[src/rtl/pc_fetch_unit.sv]
// pc_fetch_unit: MIPS instruction fetch stage.
// Holds the PC and fetches one word at a time over a req/ready handshake.
// Presents the word downstream over a valid/accept handshake.
// Picks the next PC from PC+4, a branch target or a J-type jump target.
module pc_fetch_unit #(
  parameter logic [31:0] RESET_PC = 32'h0000_0000
) (
  input  logic        clk,
  input  logic        rst_n,
  // instruction memory side
  output logic        imem_req,
  output logic [31:0] imem_addr,
  input  logic        imem_ready,
  input  logic [31:0] imem_rdata,
  // decode / datapath side
  output logic [31:0] instr,
  output logic        instr_valid,
  input  logic        instr_accept,
  input  logic        branch_taken,
  input  logic [31:0] branch_offset,
  input  logic        jump,
  input  logic [25:0] jump_index,
  output logic [31:0] pc,
  output logic [31:0] pc_plus4,
  output logic [31:0] retired_count
);

  typedef enum logic {S_FETCH, S_VALID} state_e;

  localparam logic [31:0] RESET_PC_ALIGNED = RESET_PC & 32'hFFFF_FFFC;

  state_e      state_q;
  logic [31:0] pc_q;
  logic [31:0] instr_q;
  logic        instr_valid_q;
  logic        imem_req_q;
  logic [31:0] retired_q;

  logic [31:0] pc_plus4_d;
  logic [31:0] branch_target_d;
  logic [31:0] jump_target_d;
  logic [31:0] pc_d;
  logic        accepted_d;
  logic        fetched_d;

  // Sequential address arithmetic and redirect targets; all wrap mod 2^32.
  always_comb begin
    // NOTE: every signal assigned in always_comb gets a default first so no latch is inferred.
    pc_plus4_d      = pc_q + 32'd4;
    branch_target_d = pc_plus4_d + {branch_offset[29:0], 2'b00};
    jump_target_d   = {pc_plus4_d[31:28], jump_index, 2'b00};
    pc_d            = pc_plus4_d;
    if (jump) begin
      pc_d = jump_target_d;
    end else if (branch_taken) begin
      pc_d = branch_target_d;
    end
  end

  // Handshake qualifiers: memory data counts only while a request is out,
  // and an accept counts only while a word is actually held.
  always_comb begin
    fetched_d  = (state_q == S_FETCH) && imem_req_q && imem_ready;
    accepted_d = (state_q == S_VALID) && instr_valid_q && instr_accept;
  end

  // Fetch FSM: one request in flight, redirects applied only at accept.
  always_ff @(posedge clk) begin
    // NOTE: state registers use non-blocking assignments so every update sees pre-edge values.
    if (!rst_n) begin
      state_q       <= S_FETCH;
      pc_q          <= RESET_PC_ALIGNED;
      instr_q       <= '0;
      instr_valid_q <= 1'b0;
      imem_req_q    <= 1'b0;
      retired_q     <= '0;
    end else begin
      unique case (state_q)
        S_FETCH: begin
          if (!imem_req_q) begin
            // First cycle out of reset: raise the request.
            imem_req_q <= 1'b1;
          end else if (fetched_d) begin
            instr_q       <= imem_rdata;
            instr_valid_q <= 1'b1;
            imem_req_q    <= 1'b0;
            state_q       <= S_VALID;
          end
        end
        S_VALID: begin
          if (accepted_d) begin
            pc_q          <= pc_d;
            instr_valid_q <= 1'b0;
            imem_req_q    <= 1'b1;
            retired_q     <= retired_q + 32'd1;
            state_q       <= S_FETCH;
          end
        end
        default: state_q <= S_FETCH;
      endcase
    end
  end

  assign imem_req      = imem_req_q;
  assign imem_addr     = pc_q;
  assign instr         = instr_q;
  assign instr_valid   = instr_valid_q;
  assign pc            = pc_q;
  assign pc_plus4      = pc_plus4_d;
  assign retired_count = retired_q;

endmodule

[config.mk]
export PLATFORM = sky130hd
export DESIGN_NAME = pc_fetch_unit
export DESIGN_NICKNAME = d
export VERILOG_FILES = /design/src/rtl/pc_fetch_unit.sv
export SDC_FILE = /design/constraint.sdc
export NUM_CORES = 1
export LEC_CHECK = 0
export ABC_CLOCK_PERIOD_IN_PS = 5050
export CAP_MARGIN = 20
export CORE_MARGIN = 5
export CORE_UTILIZATION = 44
export CTS_CLUSTER_SIZE = 28
export DETAILED_ROUTE_END_ITERATION = 8
export PLACE_DENSITY_LB_ADDON = 0.15
export SLEW_MARGIN = 20
export SYNTH_ARGS = -nofsm -noshare
export SYNTH_HDL_FRONTEND = slang
export SYNTH_SLANG_ARGS = --single-unit
[constraint.sdc]
create_clock -name clk -period 5.05 [get_ports clk]
set_input_delay 1.01 -clock clk [delete_from_list [all_inputs] [get_ports clk]]
set_output_delay 1.01 -clock clk [all_outputs]
set_load 0.01 [all_outputs]
==> run summary <==
The number of enable flip-flop cells after synthesis is 0, and the actual slew at the worst max-slew pin is 0.9209 ns. Adding up every negative setup slack in the final design gives 0 ns. The floorplan step set the die height to 131.3 um. The clock tree synthesis step divided the H-tree into 3 levels.

The run gives 32.35 mm as the wire length of the first global-routing pass. Portion of total power attributed to sequential cells: 43.7%. In this design, the stage delay of the slowest critical-path cell is 0.48 ns.

Across the routed clock network, the largest skew measured is 0.009320 ns. The number of DRC markers in iteration 0 is 392. In the synthesized netlist, the number of instances is 846.

The number of optimization iterations in the first detailed-route pass was 5; the number of antenna cells inserted was 0. The die is 131.3 um wide. The buffer cell driving the clock tree root is clkbuf_16.

The largest fanout on the critical path was 8; the remaining routing DRC violations was 0. For this run, the top clock speed supported by timing is 222.1 MHz. In the final routed layout, each cell accounts on average for 16.62 um.

The minimum clock period after layout works out to 4.503 ns. Walking the worst path, the cells encountered are ha_1, and4_1, nand2_1, nor2_1, and3_1, nand3_1, xnor2_1, ha_1, nand2_1, a21oi_1, a221oi_1, nor2_1, o31ai_4, a21boi_2, o21a_1, or3_1, a21oi_1, o21ai_1. Summed over all cells, the static leakage comes to 0.003514 uW. The final critical path takes up 89.17% of the cycle. The maximum resistive drop on vdd came out at 0.1310 mV.

Internal power comes to 1338 uW. The core box area came out at 14480 um^2. The logs give 6274 for the via count of the first global-routing pass and 17230 um^2 for the die area. The total count of max-transition violations in the final report came out at 0. The worst setup path is of the flop to flop kind. The buffers inserted during post-CTS setup optimization is 0. Area of the mapped netlist: 6471 um^2. Global routing used 22.46% of the available tracks.

The part of the power in the clock network is 40.2%. The quantity of gates resized following cts was 0; the share of post-route cells with drive strength above 1 was 4.368%. The min-delay analysis places its worst path in the category flop to flop. The relative slew slack is 38.61%, and the power density over cell area is 198.0 nW/um^2.

For the worst setup path, the data required time is 5.28 ns. Entering global routing, the biggest net connects 85 pins. The reported net switching power is 477.7 uW, and the maximum buffer depth of the clock tree is 2. Setup violations remaining at the end of the flow were counted as 0. Among all flip-flop cells after synthesis, the most frequent one is dfxtp_1. For this block, the routed nets add up to 20.56 mm of wire. The run gives 1221 as the placed cell count.

The detailed router placed 6571 vias in this run. Combinational fraction of design power: 16.1%. The number of standard cells in the layout, taps in and fillers out is 1237. Clock latency on the worst-skew pair, taken at its later pin, is 0.35 ns. STA classifies the critical path startpoint as a flop. The tools report the final net count as 1182. The fraction of power spent switching nets works out to 26.32%. Pin placement for this block handled 258 I/O pins. STA classifies the critical path endpoint as a flop.

The number of hold violations in the final report was 0; the detail-routed via count per cell was 5.312. Initial antenna violation count: 0. The total congestion overflow was 0; the clock transition at the register clock pins on the worst setup and hold paths after CTS was 0.07 ns.

Relative to the synthesized area, the layout overhead comes to 41.71%. The slowest library cell on the worst path is dfxtp_1. For this design, the sink count on the clock tree is 97.

The number of input and output port buffers inserted is 249, and the starting density of the core is 44.69%. The congestion estimate from routability-driven global placement came to 0.9145. The number of storage elements in the synthesis netlist works out to 97. Setup repair after global routing left no endpoint under its margin. After synthesis, flip-flops and latches occupy 30.01% of the total area. The flow ran to the end, and the final reports show no timing, DRC or antenna violations.

The count of nets left with antenna violations once routing finished came out at 0. Detailed placement finished with a half-perimeter wire length of 15.57 mm. After clock tree synthesis, the flow added hold-fix buffers numbering 0. The number of core rows is 44. TritonCTS built the clock tree. Yosys printed 0 warnings. Clock tree synthesis inserted a total of 9 buffers. At the worst endpoint, the arrival time is 4.74 ns.

Per-instance average area after synthesis: 7.649 um^2. Counting distinct cell types in the post-synthesis netlist gives 71. Async set or reset register ratio after synthesis: 0%. The number of maximum-capacitance violations came out at 0.
## sequential cells by signal, summed over array words and instances, names as in the netlist
| signal | count |
|---|---|
| imem_addr | 30 |
| imem_req | 1 |
| instr | 32 |
| instr_valid | 1 |
| retired_count | 32 |
| state_q | 1 |
## layout make-up
cell class	count	area, um^2
inverter	16	60.06
sequential	97	1942
clock inverter	6	71.32
multi-input combinational	667	4075
fill	1333	5309
tap	184	230.2
timing repair buffer	257	2552
clock buffer	10	239.0
## per-layer routing
layer / wire length (um) / share of wire, % / global-route usage [%]
met1: 8884 / 43 / 27.44
met2: 9833 / 48 / 38.40
met3: 1559 / 7.6 / 6.651
met4: 283 / 1.4 / 6.343
met5: 0 / 0 / 0
## cell usage in the layout, fill, tap and decap left out, drive strengths merged, types with 6 or more instances in the layout
cell and instances:
clkdlybuf4s50 249, nand2 156, dfxtp 97, a21oi 90, nor2 75, xor2 42, o21ai 38, ha 37
nand3 31, xnor2 30, and3 20, inv 19, a21o 13, o211ai 11, nand4 11, nor3 10
or3 10, a211oi 10, clkbuf 10, mux2i 9, o21a 8, buf 8, conb 6
## worst max-delay path: cells and delay by family (launching register included)
family	cells	cell delay, ns
xor+xnor	1	0.29
flops	1	0.48
compound gates	7	1.22
fa+ha+maj	2	0.61
simple gates	8	1.78
## kinds of logic (layout without fill, tap and decap cells)
logic type,after synthesis,count (layout),synth area share (%)
buffers and inverters,87,289,7.309
AOI/OAI and AO/OA,201,201,19.92
xor gates and xnor gates,72,72,9.745
muxes,10,10,1.566
and+or+nand+nor,340,340,23.94
other,1,6,0.05795
DFF,97,97,30.01
adders and majority gates,38,38,7.463
## synthesized netlist by cell type (all sizes together) (3+ instances only)
| cell | count | area, um^2 |
|---|---|---|
| a31o | 3 | 26.28 |
| o211ai | 11 | 82.58 |
| nand2 | 156 | 588.1 |
| and4 | 5 | 46.29 |
| dfxtp | 97 | 1942 |
| nand2b | 3 | 18.77 |
| nor3 | 10 | 50.05 |
| and3 | 20 | 130.1 |
| nor4 | 3 | 18.77 |
| nor2 | 75 | 281.5 |
| o21bai | 3 | 22.52 |
| nand4 | 11 | 75.07 |
| inv | 16 | 60.06 |
| o21ai | 38 | 193.9 |
| o21a | 8 | 60.06 |
| a21oi | 90 | 454.2 |
| and2 | 4 | 26.28 |
| a221oi | 3 | 43.80 |
| buf | 43 | 297.8 |
| or3 | 10 | 62.56 |
| xnor2 | 30 | 262.8 |
| ha | 37 | 462.9 |
| mux2i | 9 | 90.09 |
| a211o | 4 | 35.03 |
| nand3 | 31 | 155.2 |
| a21o | 13 | 97.59 |
| a211oi | 10 | 80.07 |
| xor2 | 42 | 367.9 |
| clkbuf | 28 | 115.1 |
## through the flow
| stage | util, % | setup slack, ns | hold slack, ns | cell area [um^2] | total power (uW) |
|---|---|---|---|---|---|
| after floorplan | - | 1.162 | 0.4783 | 6490 | 954.0 |
| after global placement | 61.19 | 0.6872 | 0.4403 | 8860 | 1101 |
| after detailed placement | 61.19 | 0.6118 | 0.4459 | 8860 | 1103 |
| after CTS | 63.33 | 0.5725 | 0.4554 | 9170 | 1836 |
| after global routing | 63.33 | 0.2174 | 0.4699 | 9170 | 1892 |
| final | 63.33 | 0.5468 | 0.4536 | 9170 | 1815 |
## power groups by stage
stage	registers, uW	clock network [uW]	logic (uW)
2_1_floorplan	818	0	136
3_3_place_gp	811	0	290
3_5_place_dp	811	0	291
4_1_cts	793	750	293
5_1_grt	796	780	317
6_report	794	730	292
## path summary, 6_finish.rpt
kind           startpoint            end  slack (ns)  cells past startpoint
max          imem_addr[2]  imem_addr[27]        0.55                     18
min             instr[14]      instr[14]        0.45                      2
max reg2reg  imem_addr[2]  imem_addr[27]        0.55                     18
min reg2reg     instr[14]      instr[14]        0.45                      2
No activity file was read; power rests on OpenSTA's default activity.
